$ cat config.mk
export PLATFORM = sky130hd
export DESIGN_NAME = order_msg_scheduler
export DESIGN_NICKNAME = d
export VERILOG_FILES = /design/src/rtl/order_msg_scheduler_pkg.sv /design/src/rtl/order_msg_scheduler_inflight_window.sv /design/src/rtl/order_msg_scheduler.sv
export SDC_FILE = /design/constraint.sdc
export NUM_CORES = 1
export LEC_CHECK = 0
export CORE_ASPECT_RATIO = 2
export CORE_UTILIZATION = 57
export DETAILED_ROUTE_END_ITERATION = 8
export GPL_TIMING_DRIVEN = 1
export PLACE_DENSITY = 0.84
export SLEW_MARGIN = 20
export SYNTH_ARGS = -nofsm -noshare
export SYNTH_HDL_FRONTEND = slang
export SYNTH_SLANG_ARGS = --single-unit
$ cat constraint.sdc
create_clock -name clkIn -period 40.8 [get_ports clkIn]
set_clock_uncertainty 0.2 [all_clocks]
set_input_delay 8.16 -clock clkIn [delete_from_list [all_inputs] [get_ports clkIn]]
set_output_delay 8.16 -clock clkIn [all_outputs]
set_load 0.005 [all_outputs]
$ cat src/rtl/order_msg_scheduler_pkg.sv
// Shared types and widths for the order message scheduler.
// Covers message op codes, scheduler FSM states and a saturating counter helper.
package order_msg_scheduler_pkg;

    typedef enum logic [1:0] {
        OP_NONE = 2'b00,
        OP_ADD  = 2'b01,
        OP_DEL  = 2'b10,
        OP_EXEC = 2'b11
    } msgOpType;

    typedef enum logic [1:0] {
        ST_RUN   = 2'd0,
        ST_STALL = 2'd1,
        ST_HALT  = 2'd2
    } schedStateType;

    localparam int REF_W    = 64;
    localparam int LOCATE_W = 16;
    localparam int PRICE_W  = 32;
    localparam int SHARES_W = 32;
    localparam int STAT_W   = 32;

    function automatic logic [STAT_W-1:0] sat_inc(input logic [STAT_W-1:0] value);
        return (&value) ? value : value + 1'b1;
    endfunction

endpackage

$ cat src/rtl/order_msg_scheduler_inflight_window.sv
// Tracks reference numbers issued within the last DEPTH cycles.
// A probe hit means the engine's order map has not yet absorbed that reference.
module inflight_window
    import order_msg_scheduler_pkg::*;
#(
    parameter int DEPTH = 3
) (
    input  logic             clk,
    input  logic             rst,
    input  logic             push,
    input  logic [REF_W-1:0] push_ref,
    input  logic [REF_W-1:0] probe_ref,
    output logic             hit,
    output logic             non_empty
);

    logic [DEPTH-1:0] valid;
    logic [REF_W-1:0] refs [DEPTH];

    always_ff @(posedge clk or posedge rst) begin
        if (rst) begin
            valid <= '0;
            for (int i = 0; i < DEPTH; i++) begin
                refs[i] <= '0;
            end
        end else begin
            valid[0] <= push;
            refs[0]  <= push_ref;
            for (int i = 1; i < DEPTH; i++) begin
                valid[i] <= valid[i-1];
                refs[i]  <= refs[i-1];
            end
        end
    end

    always_comb begin
        hit = 1'b0;
        for (int i = 0; i < DEPTH; i++) begin
            if (valid[i] && (refs[i] == probe_ref)) begin
                hit = 1'b1;
            end
        end
    end

    assign non_empty = |valid;

endmodule

$ cat src/rtl/order_msg_scheduler.sv
// Issues parsed add/delete/execute messages to the order book engine, holding back refs still in flight.
// Define ORDER_SCHED_STATS_EN to add saturating issue/stall/drop counters.
module order_msg_scheduler
    import order_msg_scheduler_pkg::*;
#(
    parameter int ENGINE_LATENCY = 3
) (
    input  logic                clkIn,
    input  logic                rstIn,
    input  logic                msgValidIn,
    output logic                msgReadyOut,
    input  logic [1:0]          msgOpIn,
    input  logic [REF_W-1:0]    refNumIn,
    input  logic [LOCATE_W-1:0] locateIn,
    input  logic [PRICE_W-1:0]  priceIn,
    input  logic [SHARES_W-1:0] sharesIn,
    input  logic                buySellIn,
    input  logic                haltIn,
    output logic                addValidOut,
    output logic                delValidOut,
    output logic                execValidOut,
    output logic [REF_W-1:0]    refNumOut,
    output logic [LOCATE_W-1:0] locateOut,
    output logic [PRICE_W-1:0]  priceOut,
    output logic [SHARES_W-1:0] sharesOut,
    output logic                buySellOut,
    output logic                busyOut
`ifdef ORDER_SCHED_STATS_EN
    ,
    output logic [STAT_W-1:0]   issueCountOut,
    output logic [STAT_W-1:0]   stallCountOut,
    output logic [STAT_W-1:0]   dropCountOut
`endif
);

    schedStateType state, state_nxt;

    logic                hold_valid;
    msgOpType            hold_op;
    logic [REF_W-1:0]    hold_ref;
    logic [LOCATE_W-1:0] hold_locate;
    logic [PRICE_W-1:0]  hold_price;
    logic [SHARES_W-1:0] hold_shares;
    logic                hold_buy_sell;

    msgOpType msg_op;
    logic     win_hit;
    logic     win_non_empty;
    logic     hazard;
    logic     issue_now;
    logic     accept;
    logic     take;

    inflight_window #(
        .DEPTH(ENGINE_LATENCY)
    ) u_window (
        .clk       (clkIn),
        .rst       (rstIn),
        .push      (issue_now),
        .push_ref  (hold_ref),
        .probe_ref (hold_ref),
        .hit       (win_hit),
        .non_empty (win_non_empty)
    );

    assign msg_op      = msgOpType'(msgOpIn);
    assign hazard      = hold_valid && win_hit;
    assign issue_now   = hold_valid && !win_hit && !haltIn;
    assign msgReadyOut = !hold_valid || issue_now;
    assign accept      = msgValidIn && msgReadyOut;
    assign take        = accept && (msg_op != OP_NONE);

    // NONE ops are consumed by the handshake but never occupy the holding register.
    always_ff @(posedge clkIn or posedge rstIn) begin
        if (rstIn) begin
            hold_valid    <= 1'b0;
            hold_op       <= OP_NONE;
            hold_ref      <= '0;
            hold_locate   <= '0;
            hold_price    <= '0;
            hold_shares   <= '0;
            hold_buy_sell <= 1'b0;
        end else if (take) begin
            hold_valid    <= 1'b1;
            hold_op       <= msg_op;
            hold_ref      <= refNumIn;
            hold_locate   <= locateIn;
            hold_price    <= priceIn;
            hold_shares   <= sharesIn;
            hold_buy_sell <= buySellIn;
        end else if (issue_now) begin
            hold_valid    <= 1'b0;
        end
    end

    always_ff @(posedge clkIn or posedge rstIn) begin
        if (rstIn) begin
            addValidOut  <= 1'b0;
            delValidOut  <= 1'b0;
            execValidOut <= 1'b0;
            refNumOut    <= '0;
            locateOut    <= '0;
            priceOut     <= '0;
            sharesOut    <= '0;
            buySellOut   <= 1'b0;
            busyOut      <= 1'b0;
        end else begin
            addValidOut  <= issue_now && (hold_op == OP_ADD);
            delValidOut  <= issue_now && (hold_op == OP_DEL);
            execValidOut <= issue_now && (hold_op == OP_EXEC);
            busyOut      <= hold_valid || win_non_empty;
            if (issue_now) begin
                refNumOut  <= hold_ref;
                locateOut  <= hold_locate;
                priceOut   <= hold_price;
                sharesOut  <= hold_shares;
                buySellOut <= hold_buy_sell;
            end
        end
    end

    always_ff @(posedge clkIn or posedge rstIn) begin
        if (rstIn) begin
            state <= ST_RUN;
        end else begin
            state <= state_nxt;
        end
    end

    always_comb begin
        state_nxt = state;
        case (state)
            ST_RUN: begin
                if (haltIn) begin
                    state_nxt = ST_HALT;
                end else if (hazard) begin
                    state_nxt = ST_STALL;
                end
            end
            ST_STALL: begin
                if (haltIn) begin
                    state_nxt = ST_HALT;
                end else if (!hazard) begin
                    state_nxt = ST_RUN;
                end
            end
            ST_HALT: begin
                if (!haltIn) begin
                    state_nxt = ST_RUN;
                end
            end
            default: state_nxt = ST_RUN;
        endcase
    end

`ifdef ORDER_SCHED_STATS_EN
    always_ff @(posedge clkIn or posedge rstIn) begin
        if (rstIn) begin
            issueCountOut <= '0;
            stallCountOut <= '0;
            dropCountOut  <= '0;
        end else begin
            if (issue_now) begin
                issueCountOut <= sat_inc(issueCountOut);
            end
            if (state == ST_STALL) begin
                stallCountOut <= sat_inc(stallCountOut);
            end
            if (accept && (msg_op == OP_NONE)) begin
                dropCountOut <= sat_inc(dropCountOut);
            end
        end
    end
`endif

endmodule

==> results.ini, run 1 <==
[sta]
finalMaxSlewViolations = 0
fin_crit_ns = 17.89
grt_setup_unrepaired = false
report.final.hold_viol_count = 0
worst_pin_slew_ns = 1.127
max_freq_mhz = 55.88
fin_setup_tns_ns = 0
maxSlewHeadroom_pct = 24.71
setup_violations = 0
finalCritPeriodShare_pct = 43.86

[critical_path]
crit_cells = 4
crit_family = buffers and inverters
crit_type = in2out
crit_buf_inv = 2
max_stage_delay_ns = 0.49
arrival_ns = 9.53
rr_worst_depth = 8
path_common_cell = clkdlybuf4s50_1
cp-start-kind = primary input
cp-startpoint = haltIn
rrSetupSlack_ns = 36.69
crit_chain = clkdlybuf4s50_1, o21ba_1, a21bo_2, clkdlybuf4s50_1
path_max_fanout = 2
required_ns = 32.44
cp-endpoint = msgReadyOut
r2r-end = refNumOut[53]$_DFFE_PP0P_
r2r-start = hold_ref[33]$_DFFE_PP0P_
cp_slowest_cell = clkdlybuf4s50_1
end_kind = output pin

[run]
cap_violations = 0

[floorplan]
die_area_mm2 = 0.03297
rows = 92
core_area_mm2 = 0.03166
die_width_um = 128.9
die-height_um = 255.8
start_util_pct = 57.98
io-pin-count = 301

[final_layout]
final_common_cell = dfrtp_1
final_area_mm2 = 0.02313
n_fill_cell = 2020
area_growth_pct = 25.99
layout_common_cells = 492 x dfrtp_1, 300 x clkdlybuf4s50_1, 225 x mux2_1
fin_nets = 1616
drive_above_1_share_pct = 9.826

[detailed_routing]
viasPerCell = 5.426
drt_iter0_markers = 361
wl_per_cell_um = 22.14
ant_nets = 0
wirelength_um = 42520
drtPass1Iterations = 4
drc = 0
vias = 10418

[global_route]
busiest_layer = met2
use_met1_pct = 29.44
grt_max_degree = 125
grt_pass1_wl_um = 66920
met3_usage_pct = 6.814
grt_usage_pct = 27.37
antenna_found_initial = 1
grt_pass1_vias = 11910
met2_usage_pct = 48.50
globalRouteOverflowTotal = 0

[power]
cellLeakagePower_uw = 0.009672
cellPowerDensity_mw_per_mm2 = 59.64
vdd_drop_max_mv = 0.05194

[clock_tree]
h-tree-depth = 2
cts_sinks = 492
cts_buffers = 42
cts-root-buf = clkbuf_16
post_cts_buffers = 0
cts_resized = 0
worstSkewPairLatency_ns = 0.54
cts_max_path_buffers = 3
clk_pin_slew_ns = 0.07
cts_hold_buf = 0
tritoncts = built

[synthesis]
yosys_register_bits = 492
synthDistinctLibCells = 39
syn_area_mm2 = 0.01836
postSynthCellCount = 1144
avgSynthCellArea_um2 = 16.04
yosysWarnings = 0
syn_nets = 1295
ys_seq_area_share_pct = 67.08

[min_path]
min-delay-start = u_window.refs[81]$_DFF_PP0_
hold_path_class = reg2reg

[placement]
hpwl_um = 29750
gp_congestion = 0.9112
dpl_cell_area_mm2 = 0.02174
io_buffer_count = 300

[outcome]
outcome = finished, final reports clean

-- worst register-to-register path, stage by stage (launching register included) --
cell and delay [ns]:
dfrtp_1 0.47, nand2b_1 0.22, o2111ai_1 0.23, a2111oi_1 0.95, nand4_1 0.25, o22a_1 0.31
nand3_4 0.12, buf_4 0.70, mux2_2 0.55
-- through the flow --
step	hold slack [ns]	worst slack [ns]	power [uW]	std cells	util, %
3_5_place_dp	0.1646	22.92	990.0	1844	68.68
3_3_place_gp	0.1655	22.93	975.6	1844	68.68
5_1_grt	0.1907	22.86	1442	1920	73.06
4_1_cts	0.1823	22.91	1394	1919	73.01
2_1_floorplan	0.1519	18.71	811.0	1144	-
6_report	0.1812	22.91	1379	1920	73.06
-- how the worst min path moves through the flow --
stage	endpoint	depth (start not counted)
after floorplan	u_window.refs[145]$_DFF_PP0_	0
after global placement	u_window.refs[111]$_DFF_PP0_	0
after detailed placement	u_window.refs[17]$_DFF_PP0_	0
after CTS	u_window.refs[17]$_DFF_PP0_	0
after global routing	u_window.refs[111]$_DFF_PP0_	0
final	u_window.refs[17]$_DFF_PP0_	0
-- sequential cells by signal, summed over array words and instances, names as in the netlist --
register        flops
delValidOut         1
priceOut           32
u_window.valid      3
hold_shares        32
busyOut             1
hold_locate        16
refNumOut          64
addValidOut         1
hold_valid          1
hold_ref           64
locateOut          16
hold_buy_sell       1
sharesOut          32
execValidOut        1
buySellOut          1
hold_price         32
u_window.refs     192
hold_op             2
-- layer usage --
layer  vias to the layer above  share of wire, %
li1                       4601                 -
met1                      5381                34
met2                       328                54
met3                       108               6.2
met4                         0               5.7
met5                         -                 0
-- cell families (layout without fill, tap and decap cells) --
| logic type | after synthesis | in the layout | share of synthesized area, % |
|---|---|---|---|
| other cells | 0 | 1 | 0 |
| xor+xnor | 147 | 147 | 7.014 |
| compound gates | 38 | 38 | 1.732 |
| buf+inv | 58 | 410 | 1.854 |
| flops | 492 | 492 | 67.08 |
| simple gates | 117 | 117 | 3.858 |
| mux | 292 | 292 | 18.47 |
-- cells in the mapped netlist --
cell type,number,area share [%]
a22o_1,1,0.048
nor3_1,4,0.11
nor2_1,2,0.041
mux2_1,225,14
o21ai_1,2,0.055
a222oi_1,1,0.055
nand3_1,5,0.14
a21bo_2,1,0.055
nor4_1,15,0.51
and3_1,1,0.034
nand3_2,1,0.055
a2111oi_1,1,0.055
nand2_1,6,0.12
o2bb2ai_1,1,0.048
o2111ai_1,8,0.38
clkbuf_1,2,0.041
a2111o_1,7,0.43
buf_4,3,0.12
inv_1,25,0.51
or4_1,1,0.041
o21ai_0,3,0.082
a221o_1,1,0.055
xor2_1,20,0.95
nor2b_1,22,0.75
dfrtp_1,492,67
buf_2,15,0.41
o22ai_1,8,0.27
mux2_2,40,2.5
o21ba_1,1,0.055
nor3b_1,2,0.082
mux2_4,27,2.2
buf_6,12,0.74
o22a_1,1,0.048
nand2b_1,25,0.85
nand4_1,32,1.1
inv_4,1,0.034
xnor2_1,127,6.1
a2111oi_0,2,0.095
or2_2,1,0.034
-- where the power goes --
group,switching (uW),total (uW),internal [uW]
combinational,114,297,183
sequential,88.2,685,597
clock,173,397,224
total,376,1380,1000
-- area by class of cell --
| class | instances | area, um2 | share of cell area, % |
|---|---|---|---|
| sequential | 492 | 12310 | 53.24 |
| multi-input combinational | 594 | 5723 | 24.75 |
| timing repair buffer | 309 | 3082 | 13.33 |
| clock buffer | 62 | 1237 | 5.351 |
| tap | 423 | 529.3 | 2.289 |
| clock inverter | 13 | 132.6 | 0.5735 |
| inverter | 26 | 107.6 | 0.4653 |
| antenna | 1 | 2.502 | 0.01082 |
Note: power is estimated with default switching activity, not from simulation.
==> inputs of run 2 (changes only) <==
Settings changed: CORE_UTILIZATION 57 to 48, PLACE_DENSITY 0.84 to 0.76.
Clock period 40.8 ns to 15.3 ns, I/O delays scaled along.
==> run 2 against run 1 <==
Cell count up 2.1%. Via count fell by 1.4%. Final area up 0.82%. Non-clock buffer count up 1. Count of clock-buffer cells in the layout rose by 4. First-iteration DRC count fell by 13%. Sequential power rose to 2.7 times the previous value. Clock power increased to 2.8 times the previous value.
==> results.ini, run 2 (synthesis results as in run 1) <==
[outcome]
outcome = finished, final reports clean

[global_route]
use_met1_pct = 24.15  ; -5.3 points
busiest_layer = met2
grt_max_degree = 181  ; +45%
antenna_found_initial = 0  ; -1
globalRouteOverflowTotal = 0  ; unchanged
met3_usage_pct = 5.231  ; -1.6 points
grt_pass1_wl_um = 65860  ; -1.6%
met2_usage_pct = 41.06  ; -7.4 points
grt_usage_pct = 22.47  ; -4.9 points
grt_pass1_vias = 11549  ; -3.0%

[power]
cellPowerDensity_mw_per_mm2 = 160.1  ; +170%
cellLeakagePower_uw = 0.009742  ; +0.72%
vdd_drop_max_mv = 0.1163  ; +120%

[final_layout]
final_area_mm2 = 0.02331  ; +0.82%
multi_input_area_mm2 = 0.005722  ; about the same
top_regs = u_window.refs: 192 flops, hold_ref: 64 flops, refNumOut: 64 flops
largest_reg_flops = 192  ; unchanged
top_register = u_window.refs
fin_nets = 1618  ; +0.12%
layout_common_cells = 492 x dfrtp_1, 300 x clkdlybuf4s50_1, 225 x mux2_1
regArea_mm2 = 0.01231  ; unchanged
area_growth_pct = 27.02
n_fill_cell = 2793  ; +38%
final_common_cell = dfrtp_1
drive_above_1_share_pct = 10.28  ; +0.45 points
diodes = 0  ; -1

[clock_tree]
clk_pin_slew_ns = 0.06  ; about the same
post_cts_buffers = 0  ; unchanged
cts-root-buf = clkbuf_16
cts_hold_buf = 0  ; unchanged
worstSkewPairLatency_ns = 0.56  ; +0.02 ns
tritoncts = built
cts_max_path_buffers = 3  ; unchanged
h-tree-depth = 2  ; unchanged
cts_resized = 0  ; unchanged
cts_sinks = 492  ; unchanged
cts_buffers = 43  ; +2.4%

[critical_path]
cp-startpoint = haltIn
cp-start-kind = primary input
cp_slowest_cell = clkdlybuf4s50_1
crit_buf_inv = 2  ; unchanged
crit_chain = clkdlybuf4s50_1, o21ba_1, a21bo_2, clkdlybuf4s50_1
rrSetupSlack_ns = 11.35  ; -25.34 ns
end_kind = output pin
rr_worst_depth = 9  ; +1
arrival_ns = 4.46  ; -5.07 ns
crit_type = in2out
crit_family = buffers and inverters
path_max_fanout = 2  ; unchanged
r2r-end = hold_price[23]$_DFFE_PP0P_
r2r-start = hold_ref[33]$_DFFE_PP0P_
crit_cells = 4  ; unchanged
max_stage_delay_ns = 0.49  ; about the same
cp-endpoint = msgReadyOut
required_ns = 12.04  ; -20.40 ns
path_common_cell = clkdlybuf4s50_1

[min_path]
hold_path_class = reg2reg
min_path_cells = 0  ; unchanged

[sta]
setup_violations = 0  ; unchanged
finalCritPeriodShare_pct = 50.47
finalMaxSlewViolations = 0  ; unchanged
worst_pin_slew_ns = 1.027  ; -0.09965 ns
maxSlewHeadroom_pct = 31.54  ; +6.8 points
report.final.hold_viol_count = 0  ; unchanged
fin_crit_ns = 7.723
grt_setup_unrepaired = false
finalWorstSetupSlack_ns = 7.577  ; -15.33 ns
max_freq_mhz = 129.5
fin_setup_tns_ns = 0  ; unchanged

[floorplan]
core_area_mm2 = 0.03779  ; +19%
io-pin-count = 301  ; unchanged
die-height_um = 278.6  ; +8.9%
die_area_mm2 = 0.03907  ; +19%
die_width_um = 140.3  ; +8.8%
rows = 101  ; +9.8%
start_util_pct = 48.58  ; -9.4 points

[run]
cap_violations = 0  ; unchanged

[detailed_routing]
drtPass1Iterations = 4  ; unchanged
viasPerCell = 5.240  ; -3.4%
ant_nets = 0  ; unchanged
wirelength_um = 42270  ; -0.59%
drt_iter0_markers = 313  ; -13%
drc = 0  ; unchanged
vias = 10276  ; -1.4%
wl_per_cell_um = 21.55  ; -2.7%

[placement]
dpl_cell_area_mm2 = 0.02181  ; +0.33%
hpwl_um = 29870  ; +0.42%
gp_congestion = 0.8638  ; -5.2%
place_ws_ns = 7.589  ; -15.33 ns
io_buffer_count = 300  ; unchanged

## run 2: changes by cell type in the layout (fill, tap and decap cells not counted), moves of 2 or more
cell       change
clkbuf_16      +2
buf_6          -3
clkbuf_1       -5
clkinv_4       -2
buf_12         +2
clkbuf_8       +7
## run 2: through the flow
step                      power (uW)  cells  utilization, %  hold slack, ns
after CTS                       3781   1960           61.63          0.1765
after floorplan                 2163   1144               -          0.1519
after detailed placement        2640   1884           57.73          0.1660
after global placement          2609   1884           57.73          0.1638
final                           3733   1961           61.70          0.1804
after global routing            3905   1961           61.70          0.1913
## run 2: metal layers
metal	vias to the layer above	share of wire (%)
li1	4597	-
met1	5304	35
met2	286	54
met3	89	5.9
met4	0	4.6
met5	-	0
## run 2: layout make-up
cell class	count	area share, %
Tap cell	463	2.485
Clock inverter	10	0.4723
Inverter	26	0.4454
Clock buffer	66	5.855
Timing Repair Buffer	310	13.39
Multi-Input combinational cell	594	24.54
Sequential cell	492	52.81
## run 2: worst min-delay path by stage
| stage | start | to | slack [ns] |
|---|---|---|---|
| after floorplan | hold_ref[17]$_DFFE_PP0P_ | u_window.refs[145]$_DFF_PP0_ | 0.15 |
| after global placement | u_window.refs[119]$_DFF_PP0_ | u_window.refs[55]$_DFF_PP0_ | 0.16 |
| after detailed placement | u_window.refs[175]$_DFF_PP0_ | u_window.refs[111]$_DFF_PP0_ | 0.17 |
| after CTS | u_window.refs[175]$_DFF_PP0_ | u_window.refs[111]$_DFF_PP0_ | 0.18 |
| after global routing | u_window.refs[175]$_DFF_PP0_ | u_window.refs[111]$_DFF_PP0_ | 0.19 |
| final | u_window.refs[119]$_DFF_PP0_ | u_window.refs[55]$_DFF_PP0_ | 0.18 |
## run 2: worst reg2reg max path, delay by kind of cell, from the launching register on
family	cells	cell delay [ns]
buffers and inverters	2	0.84
DFF	1	0.46
muxes	1	0.51
AOI/OAI and AO/OA	4	1.38
and+or+nand+nor	2	0.43
## run 2: power by group
part           internal [uW]  switching, uW
Combinational            488            299
Sequential              1590            230
Clock                    648            476
==> inputs of run 3 (changes only) <==
Clock period 15.3 ns to 6.6 ns, I/O delays scaled along.
==> run 3 against run 2 <==
Combinational power increased by 130%. Sequential power rose by 130%. Die area stayed put. Largest power group unchanged.
==> results.ini, run 3 (synthesis results as in run 1) <==
[clock_tree]
worstSkewPairLatency_ns = 0.55  ; about the same
clk_pin_slew_ns = 0.07  ; about the same
cts-root-buf = clkbuf_16
post_cts_buffers = 0  ; unchanged
tritoncts = built
cts_buffers = 43  ; unchanged
cts_resized = 0  ; unchanged
cts_hold_buf = 0  ; unchanged
cts_sinks = 492  ; unchanged
cts_max_path_buffers = 3  ; unchanged
h-tree-depth = 2  ; unchanged

[power]
vdd_drop_max_mv = 0.3116  ; +170%
cellLeakagePower_uw = 0.009730  ; -0.13%
cellPowerDensity_mw_per_mm2 = 370.7  ; +130%

[detailed_routing]
wl_per_cell_um = 21.91  ; +1.7%
drc = 0  ; unchanged
wl_met1_um = 15190  ; +2.2%
vias = 10295  ; +0.18%
drtPass1Iterations = 4  ; unchanged
top_layer_used = met5
ant_nets = 0  ; unchanged
met3_length_um = 2712  ; +8.2%
viasPerCell = 5.245  ; about the same
drt_iter0_markers = 372  ; +19%
met2_length_um = 23270  ; +1.4%
wirelength_um = 43020  ; +1.8%

[critical_path]
rrSetupSlack_ns = 2.70  ; -8.65 ns
path_max_fanout = 6  ; +4
cp-start-kind = register
r2r-start = hold_ref[42]$_DFFE_PP0P_
arrival_ns = 3.47  ; -0.99 ns
rr_worst_depth = 8  ; -1
cp-startpoint = hold_ref[42]$_DFFE_PP0P_
crit_type = reg2out
r2r-end = refNumOut[36]$_DFFE_PP0P_
required_ns = 5.08  ; -6.96 ns
end_kind = output pin

[sta]
finalCritPeriodShare_pct = 75.57
fin_setup_tns_ns = 0  ; unchanged
grt_setup_unrepaired = false
worst_pin_slew_ns = 1.016  ; -0.01132 ns
setup_violations = 0  ; unchanged
max_freq_mhz = 200.5
finalMaxSlewViolations = 0  ; unchanged
report.final.hold_viol_count = 0  ; unchanged
maxSlewHeadroom_pct = 32.30  ; +0.75 points
fin_crit_ns = 4.987
fin_hold_ws_ns = 0.1820  ; +0.001577 ns
finalWorstSetupSlack_ns = 1.613  ; -5.965 ns

[floorplan]
die-height_um = 278.6  ; unchanged
rows = 101  ; unchanged
io-pin-count = 301  ; unchanged
core_area_mm2 = 0.03779  ; unchanged
start_util_pct = 48.58  ; unchanged
die_area_mm2 = 0.03907  ; unchanged
die_width_um = 140.3  ; unchanged

[min_path]
min-delay-start = u_window.refs[119]$_DFF_PP0_
min_to = u_window.refs[55]$_DFF_PP0_
hold_path_class = reg2reg
min_path_cells = 0  ; unchanged

[placement]
io_buffer_count = 300  ; unchanged
gp_congestion = 0.9096  ; +5.3%
hpwl_um = 30510  ; +2.1%
place_ws_ns = 2.077  ; -5.512 ns
dpl_cell_area_mm2 = 0.02185  ; +0.17%

[final_layout]
final_common_cell = dfrtp_1
area_growth_pct = 27.05  ; about the same
largest_reg_flops = 192  ; unchanged
fin_nets = 1617  ; -0.062%
final_area_mm2 = 0.02332  ; about the same
top_regs = u_window.refs: 192 flops, hold_ref: 64 flops, refNumOut: 64 flops
top_register = u_window.refs
post-route-util_pct = 61.72  ; about the same
layout_common_cells = 492 x dfrtp_1, 300 x clkdlybuf4s50_1, 225 x mux2_1
drive_above_1_share_pct = 9.940  ; -0.34 points

[global_route]
globalRouteOverflowTotal = 0  ; unchanged
grt_pass1_vias = 11514  ; -0.30%
grt_max_degree = 173  ; -4.4%
antenna_found_initial = 2  ; +2
grt_usage_pct = 23.12  ; +0.65 points
grt_pass1_wl_um = 67330  ; +2.2%

[run]
cap_violations = 0  ; unchanged

[outcome]
outcome = finished, final reports clean

## run 3: cell types whose count changed in the layout (fill, tap and decap cells not counted), moves of 2 or more
cell,before,now
clkbuf_8,16,14
clkinv_2,5,3
buf_4,7,4
clkbuf_1,5,11
buf_12,2,5
## run 3: worst max path at each step
stage,to,depth (start not counted)
floorplan,addValidOut$_DFF_PP0_,1
global placement,hold_ref[9]$_DFFE_PP0P_,7
detailed placement,hold_shares[12]$_DFFE_PP0P_,7
CTS,msgReadyOut,7
global route,msgReadyOut,7
finish,msgReadyOut,7
## run 3: layer usage
layer,vias to the layer above,GRT usage (%)
li1,4595,-
met1,5297,24.96
met2,317,42.35
met4,2,10.12
met3,84,5.695
met5,-,0
## run 3: critical path, cell delays in order, from the launching register on
cell             delay [ns]
dfrtp_1                0.47
xnor2_1                0.52
nand2_1                0.12
a2111oi_1              0.51
nand4_1                0.31
o21ba_1                0.30
a21bo_2                0.26
clkdlybuf4s50_1        0.44
## run 3: layout make-up
class	instances	area, um2
Fill cell	2843	14470
Inverter	26	103.9
Antenna cell	1	2.502
Clock inverter	8	107.6
Multi-Input combinational cell	594	5722
Tap cell	463	579.3
Sequential cell	492	12310
Clock buffer	70	1360
Timing Repair Buffer	309	3133
## run 3: per-stage QoR
stage	instances	total power (uW)
2_1_floorplan	1144	5015
3_3_place_gp	1884	6062
3_5_place_dp	1884	6133
4_1_cts	1962	8755
5_1_grt	1963	9053
6_report	1963	8645
## run 3: power by group
group / internal (uW) / leakage [uW] / switching [uW]
sequential: 3690 / 0.00577 / 532
clock: 1490 / 0.000720 / 1100
combinational: 1130 / 0.00324 / 701
total: 6320 / 0.00973 / 2330
==> patch, RTL diff (config.mk and constraints of run 1) <==
The option `ORDER_SCHED_STATS_EN` is turned on by a define.
--- a/src/rtl/order_msg_scheduler.sv
+++ b/src/rtl/order_msg_scheduler.sv
@@ -1,5 +1,7 @@
 // Issues parsed add/delete/execute messages to the order book engine, holding back refs still in flight.
 // Define ORDER_SCHED_STATS_EN to add saturating issue/stall/drop counters.
+`define ORDER_SCHED_STATS_EN
+
 module order_msg_scheduler
     import order_msg_scheduler_pkg::*;
 #(
Function (old outputs only; new: dropCountOut, issueCountOut and stallCountOut): no difference found for any inputs over 4 cycles, from zero or initial values and one cycle with rstIn high; that may be too few to reach the edited logic, so the function may still have changed.
==> patch against run 1 <==
- wire length increased by 41%
- global-route usage increased by 2.7 points
- setup slack got worse by 0.18 ns
- final cell count increased by 33%
- power increased by 32%
- count of clock-buffer cells in the layout increased by 11
- design area increased by 27%
- area after synthesis increased by 25%
- sequential cell count increased by 98
==> patch: results (changes against run 1) <==
INFO  metric run_status = completed
INFO  metric tightest_slew = 1.08 ns (-0.0488 ns)
INFO  metric reg2reg_slack = 36.54 ns (-0.15 ns)
INFO  metric gp_congestion = 0.929 (+2.0%)
INFO  metric timing.hold.ws = 0.168 ns (-0.0134 ns)
INFO  metric synthDistinctLibCells = 48 (+23%)
INFO  metric met3_layer_usage_reported_by_global_route = 0.0579 (-0.0102)
INFO  metric antenna_cells_inserted = 4 (+3)
INFO  metric grt.met1_usage = 0.317 (+0.0226)
INFO  metric antenna_found_initial = 4 (+3)
INFO  metric path_max_fanout = 6 (+4)
INFO  metric buffers_excl_clock = 411 (+33%)
INFO  metric drt-initial-drc-count = 671 (+86%)
INFO  metric detail_route.first_pass.iterations = 5 (+1)
INFO  metric seq_area = 14800 um2 (+20%)
INFO  metric buffer_area_frac = 0.140 (+0.00651)
INFO  metric timing.critical_path.arrival = 9.71 ns (+0.18 ns)
INFO  metric synth.ff_latch_count = 590 (+20%)
INFO  metric fill_cell_count = 2516 (+25%)
INFO  metric avgViaCountPerCell = 5.59 (+3.0%)
INFO  metric timing.rr.start = hold_ref[25]
INFO  metric grt_max_degree = 172 (+38%)
INFO  metric leakage = 12.3 nW (+27%)
INFO  metric rr_endpoint = hold_ref[21]
INFO  metric syn_nets = 1725 (+33%)
INFO  metric multi_input_comb_area = 7850 um2 (+37%)
INFO  metric cts_buffers = 51 (+21%)
INFO  metric synth.top_cells.by_area = sky130_fd_sc_hd__dfrtp_1 (64%), sky130_fd_sc_hd__mux2_2 (12%), sky130_fd_sc_hd__xnor2_1 (7.9%)
INFO  metric n_multi_input_combinational_cell = 905 (+52%)
==> patch: cell types whose count changed after synthesis, moves of 10 or more <==
cell                      before  now
sky130_fd_sc_hd__nor2_1        2   23
sky130_fd_sc_hd__nand4_1      32   61
sky130_fd_sc_hd__dfrtp_1     492  590
sky130_fd_sc_hd__xor2_1       20   34
sky130_fd_sc_hd__mux2_4       27   50
sky130_fd_sc_hd__mux2_1      225    0
sky130_fd_sc_hd__nand3_1       5   51
sky130_fd_sc_hd__and3_1        1   37
sky130_fd_sc_hd__mux2_2       40  246
sky130_fd_sc_hd__nand2_1       6   45
sky130_fd_sc_hd__xnor2_1     127  208
sky130_fd_sc_hd__and2_1        0   10
sky130_fd_sc_hd__nor3_1        4   14
==> patch: where the power goes <==
part           internal (mW)  switching [mW]  leakage, nW
logic                  0.269           0.164         4.30
registers              0.735           0.131         7.11
clock network          0.304           0.217        0.883
total                   1.31           0.512         12.3
==> patch: cell families after synthesis <==
logic type,Yosys count,share of synthesized area
compound gates,41,0.0152
xor+xnor,242,0.0923
fa+ha+maj,3,0.00164
buf+inv,76,0.0156
flops,590,0.643
mux,296,0.153
simple gates,323,0.0788
==> patch: through the flow <==
stage,area (um2),setup WS [ns],std cells
finish,29300,22.73,2561
global placement,27500,22.71,2464
floorplan,23000,15.93,1571
detailed placement,27500,22.74,2464
CTS,29300,22.73,2557
global route,29300,22.66,2561
==> patch: per-layer routing <==
| layer | wire length (um) | up-vias |
|---|---|---|
| met1 | 20600 | 7294 |
| met3 | 3530 | 193 |
| met2 | 31500 | 513 |
| met4 | 4510 | 0 |
| met5 | 0 | - |
| li1 | - | 6311 |
